<file path="src/rtl/adder_sub_serial.sv">
// Multi-cycle add/subtract: B is inverted with carry-in for SUB, then CHUNK bits
// are summed per cycle, rippling the chunk carry, with start/done handshake.
module adder_sub_serial #(
    parameter int WIDTH = 32,
    parameter int CHUNK = 8
) (
    input  logic             CLK,
    input  logic             RST,
    input  logic             START,
    input  logic             SUB,
    input  logic [WIDTH-1:0] A,
    input  logic [WIDTH-1:0] B,
    output logic             READY,
    output logic             DONE,
    output logic [WIDTH-1:0] RESULT,
    output logic             CARRY,
    output logic             OVERFLOW,
    output logic             ZERO
);

    localparam int N  = WIDTH / CHUNK;
    localparam int IW = (N > 1) ? $clog2(N) : 1;

    typedef enum logic [1:0] {IDLE, RUN, FIN} state_t;

    state_t           state, state_nxt;
    logic [WIDTH-1:0] opa, opb, acc, acc_nxt;
    logic             cin;
    logic [IW-1:0]    idx;
    logic [CHUNK:0]   csum;
    logic             last;

    assign last = (idx == IW'(N - 1));

    always_ff @(posedge CLK) begin
        if (!RST) state <= IDLE;
        else      state <= state_nxt;
    end

    always_comb begin
        state_nxt = state;
        READY     = 1'b0;
        DONE      = 1'b0;
        case (state)
            IDLE: begin
                // Held low while reset is asserted so no request is signalled as accepted.
                READY = RST;
                if (START) state_nxt = RUN;
            end
            RUN:  if (last) state_nxt = FIN;
            FIN: begin
                DONE      = 1'b1;
                state_nxt = IDLE;
            end
            default: state_nxt = IDLE;
        endcase
    end

    always_comb begin
        csum    = {1'b0, opa[int'(idx)*CHUNK +: CHUNK]}
                + {1'b0, opb[int'(idx)*CHUNK +: CHUNK]}
                + {{CHUNK{1'b0}}, cin};
        acc_nxt = acc;
        acc_nxt[int'(idx)*CHUNK +: CHUNK] = csum[CHUNK-1:0];
    end

    always_ff @(posedge CLK) begin
        if (!RST) begin
            opa      <= '0;
            opb      <= '0;
            acc      <= '0;
            cin      <= 1'b0;
            idx      <= '0;
            RESULT   <= '0;
            CARRY    <= 1'b0;
            OVERFLOW <= 1'b0;
            ZERO     <= 1'b0;
        end else begin
            case (state)
                IDLE: if (START) begin
                    opa <= A;
                    opb <= B ^ {WIDTH{SUB}};
                    cin <= SUB;
                    idx <= '0;
                    acc <= '0;
                end
                RUN: begin
                    acc <= acc_nxt;
                    cin <= csum[CHUNK];
                    idx <= idx + 1'b1;
                    // Outputs only move on the final chunk; partial sums stay internal.
                    if (last) begin
                        RESULT   <= acc_nxt;
                        CARRY    <= csum[CHUNK];
                        OVERFLOW <= (opa[WIDTH-1] == opb[WIDTH-1]) &&
                                    (acc_nxt[WIDTH-1] != opa[WIDTH-1]);
                        ZERO     <= (acc_nxt == '0);
                    end
                end
                default: ;
            endcase
        end
    end

endmodule

</file>
<file path="config.mk">
export PLATFORM = sky130hd
export DESIGN_NAME = adder_sub_serial
export DESIGN_NICKNAME = d
export VERILOG_FILES = /design/src/rtl/adder_sub_serial.sv
export SDC_FILE = /design/constraint.sdc
export NUM_CORES = 1
export LEC_CHECK = 0
export BUFFER_PORTS_ARGS = -buffer_cell sky130_fd_sc_hd__buf_2
export CAP_MARGIN = 20
export CORE_MARGIN = 5
export CORE_UTILIZATION = 53
export CTS_CLUSTER_SIZE = 12
export DETAILED_ROUTE_END_ITERATION = 12
export PLACE_DENSITY = 0.76
export SYNTH_ARGS = -nofsm -noshare
export SYNTH_HDL_FRONTEND = slang
export SYNTH_SLANG_ARGS = --single-unit
</file>
<file path="constraint.sdc">
create_clock -name CLK -period 12.95 [get_ports CLK]
set_clock_uncertainty 0.2 [all_clocks]
set_input_delay 2.59 -clock CLK [delete_from_list [all_inputs] [get_ports CLK]]
set_output_delay 2.59 -clock CLK [all_outputs]
set_load 0.005 [all_outputs]
</file>
==> out/metrics.yaml, run 1 <==
ctsHoldBuffers: 0
nets: 908
crit_arrival_ns: 3.96
die_w_um: 120
die_area_sq_um: 14400
dp_hpwl_um: 11500
power_density_nw_per_um2: 144
r2r-end: "ZERO"
synthCells: 755
maxCapViolations: 0
fin_area_sq_um: 7550
cts_inserted_buffers: 17
syn_nets: 838
status: "completed"
fin_total_pwr_mw: 1.09
drv_slew: 0
grt_max_degree: 69
core_area_sq_um: 12000
seq_area_frac_synth: 0.424
yosysTopAreaCell: "dfxtp_1"
ir_drop_mv: 0.0650
cp_max_fo: 63
critical_path_class: "input pin to output port"
num_vias: 5716
areaGrowthSynthToFinish_pct: 17.5
clk_latency_ns: 0.42
grt_pass1_wl_um: 27200
diodes: 0
ant_nets: 0
antenna_found_initial: 0
ios: 105
post-place-ws_ns: 6.20
crit_path_start: "RST"
placed_cell_area_sq_um: 6950
postSynthAreaPerCell_sq_um: 8.51
period_share: 0.522
tightest_slew_ns: 1.00
utilization: 0.631
fp.dieH_um: 120
hp-class: "flop to flop"
synth_common_cells: "dfxtp_1 (136), nor2_1 (111), nand2_1 (93), a21oi_1 (59), a211oi_1 (46)"
cp-endpoint: "READY"
grt.total_usage: 0.234
period_minus_slack_ns: 6.75
rows: 40
avgViaCountPerCell: 5.81
grt_pass1_vias: 5550
cts_tree: "yes"
crit_path_end_kind: "output port"
p_leak_nw: 2.95
slew_headroom: 0.329
drc: 0
post-synth-top-count-cell: "dfxtp_1"
synth_edf_count: 0
reg2reg_slack_ns: 8.23
cts_sinks: 136
cts_resized: 0
ys.flop_type: "dfxtp_1"
ys_ff_latch: 136
r2r_start: "idx[0]"
ys_types: 59
yosys_warnings: 0
cts_setup_buffers: 0
clkTransAtPathRegs_ns: 0.05
wl_per_cell_um: 16.7
gp_congestion: 0.934
hold_viol: 0
fmax_mhz: 148
clockBufferDepth: 2
critPathRequiredTime_ns: 10.16
rsz0062_at_grt: "no"
ys_async_sr_fraction: 0
grt-ovfl-total: 0
ff2ff_path_depth: 10
setup_slack_ns: 6.20
netlist_area_sq_um: 6430
final_layout_size_suffix_gt1_frac: 0.196
cts-root-buf: "clkbuf_16"
setup_viol_count_final: 0
synth_top_area_frac: 0.424
numPortBuffers: 104
synthTopCellsByArea: "dfxtp_1 (42%), nor2_1 (6.5%), mux4_2 (5.6%)"
initial_core_util: 0.537
drt_iter0_drc: 527
fin_setup_tns_ns: 0
drt-total-wl_um: 16500
cp-start-kind: "input pin"
h-tree-depth: 4
drtPass1Iterations: 7
## sequential cells by signal (all words and copies together), names as in the netlist
| signal | cells |
|---|---|
| idx | 2 |
| OVERFLOW | 1 |
| CARRY | 1 |
| opa | 32 |
| acc | 32 |
| ZERO | 1 |
| RESULT | 32 |
| state | 2 |
| cin | 1 |
| opb | 32 |
## cell usage in the layout, fill, tap and decap left out, drive strengths merged, types with 3 or more instances in the layout
master	instances
a22oi	10
and2	6
o211ai	4
nand2	93
a21oi	59
a32o	3
and4bb	3
nor2	111
clkinv	4
nand2b	9
nand3	30
nor4	4
a22o	4
clkbuf	23
o2bb2ai	5
inv	8
o21a	4
buf	111
a211oi	48
bufinv	3
mux4	16
o21ai	18
nor3	30
nor2b	5
xnor2	33
ha	13
dfxtp	136
a31oi	6
## layout make-up
class	instances	area, sq um
inverters	9	35.0
well taps	147	184
multi-input cells	550	3440
clock inverters	8	120
fillers	1034	4410
flip-flops and latches	136	2720
repair buffers	111	573
clock buffers	23	478
## power breakdown
group | internal, mW | switching (mW)
registers | 0.437 | 0.0112
logic | 0.0601 | 0.0945
clock network | 0.316 | 0.172
total | 0.812 | 0.278
## logic make-up (layout without fill, tap and decap cells)
| group | after synthesis | count (layout) | synth area share |
|---|---|---|---|
| xor+xnor | 33 | 33 | 0.0450 |
| compound gates | 174 | 174 | 0.179 |
| mux | 18 | 18 | 0.0592 |
| simple gates | 310 | 310 | 0.219 |
| flops | 136 | 136 | 0.424 |
| fa+ha+maj | 15 | 15 | 0.0315 |
| buf+inv | 69 | 151 | 0.0424 |
## worst min path at each step
stage	from	end	slack (ns)	cells past startpoint
6_report	opa[10]	opa[10]	0.25	2
5_1_grt	opa[18]	opa[18]	0.26	2
4_1_cts	opa[16]	opa[16]	0.25	2
3_5_place_dp	opa[16]	opa[16]	0.24	2
3_3_place_gp	opa[15]	opa[15]	0.24	2
2_1_floorplan	opa[12]	opa[12]	0.23	2
## critical path: stages
cell	delay (ns)
buf_2	0.19
clkinv_2	0.64
nor3_1	0.36
buf_2	0.17
## metrics by stage
stage | hold WS (ns) | instances
floorplan | 0.233 | 755
global placement | 0.240 | 953
detailed placement | 0.245 | 953
CTS | 0.252 | 984
global route | 0.264 | 984
finish | 0.255 | 984
## layer usage
layer  up-vias  track usage  routed length [um]
met5         -            0                   0
met4         0        0.102                 517
met3        44       0.0551                1040
met2       213        0.381                7850
met1      2656        0.296                7070
li1       2803            -                   -
Power figures use the tool's default switching activity.
==> run 2, diff against run 1 <==
==> constraint.sdc (replaced) <==
create_clock -name CLK -period 6.45 [get_ports CLK]
set_clock_uncertainty 0.2 [all_clocks]
set_input_delay 1.29 -clock CLK [delete_from_list [all_inputs] [get_ports CLK]]
set_output_delay 1.29 -clock CLK [all_outputs]
set_load 0.005 [all_outputs]
==> run 2 against run 1 <==
Compared with the run above: global-route usage is 0.76 points higher; register-to-register slack worse by 6.5 ns; utilization is 0.26 points higher; hold slack worse by 0.00083 ns; sequential share of layout area is 0.15 points lower; total power is 110% higher; first-iteration DRC count is 1.7% higher; combinational power is 99% higher; via count is 1.4% higher.
==> out/metrics.yaml, run 2 (synthesized netlist as in run 1, its figures left out) <==
cp_max_fo: 18
fin_setup_tns_ns: 0
status: "completed"
numPortBuffers: 104
ant_nets: 0
grt.total_usage: 0.242
hold_viol: 0
grt-ovfl-total: 0
place_inst: 953
wl_per_cell_um: 17.4
clk_latency_ns: 0.42
clkTransAtPathRegs_ns: 0.06
final_common_cell: "dfxtp_1"
grt_pass1_vias: 5667
hp-class: "flop to flop"
cts_sinks: 136
cts_resized: 0
drt_iter0_drc: 536
grt_max_degree: 99
avgViaCountPerCell: 5.88
nets: 908
initial_core_util: 0.537
rows: 40
ios: 105
cts_inserted_buffers: 17
slew_headroom: 0.279
ir_drop_mv: 0.158
clockBufferDepth: 2
num_vias: 5794
core_area_sq_um: 12000
drc: 0
gp_congestion: 0.925
maxCapViolations: 0
grt_pass1_wl_um: 27700
areaGrowthSynthToFinish_pct: 18.0
crit_arrival_ns: 4.88
drt-total-wl_um: 17100
rsz0062_at_grt: "no"
post-place-ws_ns: 1.74
final_layout_size_suffix_gt1_frac: 0.198
setup_slack_ns: 1.71
drv_slew: 0
period_minus_slack_ns: 4.74
critPathRequiredTime_ns: 6.59
antenna_found_initial: 0
final_cell_mix: "dfxtp_1 (136), nor2_1 (111), buf_2 (104)"
crit_path_end_kind: "flop"
tightest_slew_ns: 1.08
cts_tree: "yes"
finalNonFillerCells: 985
critical_path_class: "flop to flop"
p_leak_nw: 2.97
setup_viol_count_final: 0
cts-root-buf: "clkbuf_16"
cts_setup_buffers: 0
period_share: 0.735
cp-start-kind: "flop"
h-tree-depth: 4
fp.dieH_um: 120
diodes: 0
power_density_nw_per_um2: 296
fmax_mhz: 211
drtPass1Iterations: 5
ctsHoldBuffers: 0
dp_hpwl_um: 11800
die_w_um: 120
die_area_sq_um: 14400
run 2: path summary, 6_finish.rpt:
path / from / end / slack (ns) / depth (start not counted)
worst min register to register: opa[21] / opa[21] / 0.25 / 2
worst max-delay path: idx[0] / ZERO / 1.71 / 10
worst max register to register: idx[0] / ZERO / 1.71 / 10
worst min-delay path: opa[21] / opa[21] / 0.25 / 2
run 2: final cells by class:
class | count | area [sq um]
fill | 1030 | 4380
multi-input combinational | 550 | 3440
sequential | 136 | 2720
timing repair buffer | 111 | 573
clock buffer | 21 | 460
tap | 147 | 184
clock inverter | 11 | 169
inverter | 9 | 35.0
run 2: worst max-delay path: stages (launching register included):
cell      delay (ns)
dfxtp_1         0.77
buf_4           0.36
mux4_2          0.54
fa_1            0.46
fa_1            0.44
a211oi_2        0.32
o21bai_1        0.21
a32o_1          0.33
or3_1           0.38
or4_4           0.43
o31ai_2         0.21
run 2: per-layer routing:
layer	vias to the layer above	global-route usage	part of all wire
met5	-	0	0
met4	0	0.117	0.032
met3	43	0.0467	0.059
met2	227	0.398	0.48
met1	2709	0.304	0.43
li1	2815	-	-
run 2: metrics by stage:
stage | util | instance area, sq um | hold slack, ns | total power [mW]
after floorplan | - | 6430 | 0.233 | 1.13
after detailed placement | 0.581 | 6950 | 0.249 | 1.22
after CTS | 0.634 | 7580 | 0.256 | 2.25
after global placement | 0.581 | 6950 | 0.240 | 1.21
final | 0.634 | 7580 | 0.254 | 2.25
after global routing | 0.634 | 7580 | 0.278 | 2.33
run 2: where the power goes:
part           internal [mW]  switching (mW)
Clock                  0.668           0.366
Combinational          0.121           0.188
Sequential             0.876          0.0261
==> run 3, diff against run 2 <==
--- a/config.mk
+++ b/config.mk
@@ -8,7 +8,7 @@
 export BUFFER_PORTS_ARGS = -buffer_cell sky130_fd_sc_hd__buf_2
 export CAP_MARGIN = 20
 export CORE_MARGIN = 5
-export CORE_UTILIZATION = 53
+export CORE_UTILIZATION = 51
 export CTS_CLUSTER_SIZE = 12
 export DETAILED_ROUTE_END_ITERATION = 12
 export PLACE_DENSITY = 0.76
==> constraint.sdc (replaced) <==
create_clock -name CLK -period 4.05 [get_ports CLK]
set_clock_uncertainty 0.2 [all_clocks]
set_input_delay 0.81 -clock CLK [delete_from_list [all_inputs] [get_ports CLK]]
set_output_delay 0.81 -clock CLK [all_outputs]
set_load 0.005 [all_outputs]
==> run 3 against run 2 <==
Compared with the run above: combinational power up 62%; hold slack worse by 0.0017 ns; sequential share of layout area decreased by 0.48 points; register-to-register slack got worse by 1.6 ns; global-route usage down 1.6 points; total power up 57%; die area rose by 3.6%; design area rose by 1.4%; highest routed layer unchanged.
==> out/metrics.yaml, run 3 (synthesized netlist as in run 1, its figures left out) <==
critical_path_class: "flop to flop"
clkTransAtPathRegs_ns: 0.06
setup_viol_count_final: 0
clockBufferDepth: 2
final_cell_mix: "dfxtp_1 (136), nor2_1 (111), buf_2 (104)"
pwr-share-seq: 0.406
multi_input_area_sq_um: 3430
power_density_nw_per_um2: 459
status: "completed"
ir_drop_mv: 0.291
maxCapViolations: 0
sw_frac_of_total: 0.260
crit_path_frequent_cell: "fa_1"
grt-ovfl-total: 0
final_common_cell: "dfxtp_1"
fin_setup_tns_ns: 0
cts_setup_buffers: 0
finalNonFillerCells: 1021
cts_tree: "yes"
num_vias: 5698
ant_nets: 0
path_cells: "mux4_2 > fa_1 > fa_1 > a211oi_2 > o21bai_1 > a32o_1 > or3_1 > or4_4 > o31ai_2"
utilization: 0.616
grt_max_degree: 75
tightest_slew_ns: 0.841
crit_path_end_kind: "flop"
final_layout_size_suffix_gt1_frac: 0.208
gp_congestion: 0.982
p_int_mw: 2.61
period_minus_slack_ns: 3.92
antenna_found_initial: 0
grt.total_usage: 0.225
r2r-end: "ZERO"
rows: 41
critPathRequiredTime_ns: 4.20
ios: 105
cp-endpoint: "ZERO"
cts_sinks: 136
h-tree-depth: 4
numPortBuffers: 104
drv_slew: 0
cts_resized: 0
cp_max_fo: 4
diodes: 0
cts-root-buf: "clkbuf_16"
nFillCells: 1101
fin_area_sq_um: 7680
nets: 920
r2r_start: "idx[0]"
die_w_um: 122
drt_iter0_drc: 444
slew_headroom: 0.432
ff_latch_area_sq_um: 2720
drc: 0
die_area_sq_um: 14900
switching_power_mw: 0.917
initial_core_util: 0.516
clockPowerShare: 0.453
p_leak_nw: 3.02
crit_arrival_ns: 4.06
cp-start-kind: "flop"
avgViaCountPerCell: 5.58
core_area_sq_um: 12500
reg2reg_slack_ns: 0.13
cpPeakStageDelay_ns: 0.54
hp-class: "flop to flop"
drtPass1Iterations: 5
hold_viol: 0
worst_path_max_delay_cell: "mux4_2"
crit_path_start: "idx[0]"
fin_total_pwr_mw: 3.53
fmax_mhz: 255
placed_cell_area_sq_um: 7070
cts_inserted_buffers: 17
ctsHoldBuffers: 0
ff2ff_path_depth: 9
fp.dieH_um: 122
dp_hpwl_um: 11600
grt_pass1_vias: 5314
rsz0062_at_grt: "no"
pwr-share-comb: 0.142
clk_latency_ns: 0.43
grt_pass1_wl_um: 26500
wl_per_cell_um: 16.1
period_share: 0.967
areaGrowthSynthToFinish_pct: 19.6
drt-total-wl_um: 16500
place_inst: 990
==> run 3: layout make-up <==
class / instances / area share
flip-flops and latches: 136 / 0.354
multi-input cells: 550 / 0.447
clock buffers: 21 / 0.0612
repair buffers: 123 / 0.0863
well taps: 172 / 0.0280
clock inverters: 10 / 0.0186
inverters: 9 / 0.00456
==> run 3: power by group through the flow <==
stage / Combinational, mW / Sequential, mW / Clock [mW]
floorplan: 0.357 / 1.45 / 0
global placement: 0.490 / 1.46 / 0
detailed placement: 0.494 / 1.46 / 0
CTS: 0.498 / 1.43 / 1.62
global route: 0.549 / 1.44 / 1.68
finish: 0.501 / 1.43 / 1.60
==> run 3: how the worst min path moves through the flow <==
| stage | depth (start not counted) | from | endpoint |
|---|---|---|---|
| final | 2 | opa[26] | opa[26] |
| after global routing | 2 | opa[5] | opa[5] |
| after CTS | 2 | opa[22] | opa[22] |
| after detailed placement | 2 | opa[22] | opa[22] |
| after global placement | 2 | opa[18] | opa[18] |
| after floorplan | 2 | opa[12] | opa[12] |
==> run 3: per-layer routing <==
metal,vias up,global-route usage,share of wire
li1,2837,-,-
met1,2615,0.301,0.43
met2,209,0.349,0.47
met3,37,0.0562,0.073
met4,0,0.0945,0.029
met5,-,0,0
==> run 3: stage by stage <==
stage / worst slack (ns) / hold slack (ns)
after detailed placement: 0.135 / 0.246
final: 0.133 / 0.252
after global routing: 0.00427 / 0.273
after floorplan: 0.0371 / 0.233
after global placement: 0.187 / 0.240
after CTS: 0.108 / 0.254
==> run 3: critical path, delay by kind of cell, from the launching register on <==
family	cells	cell delay [ns]
AOI/OAI and AO/OA	4	0.98
adders and majority gates	2	0.89
DFF	1	0.41
muxes	1	0.54
and+or+nand+nor	2	0.81
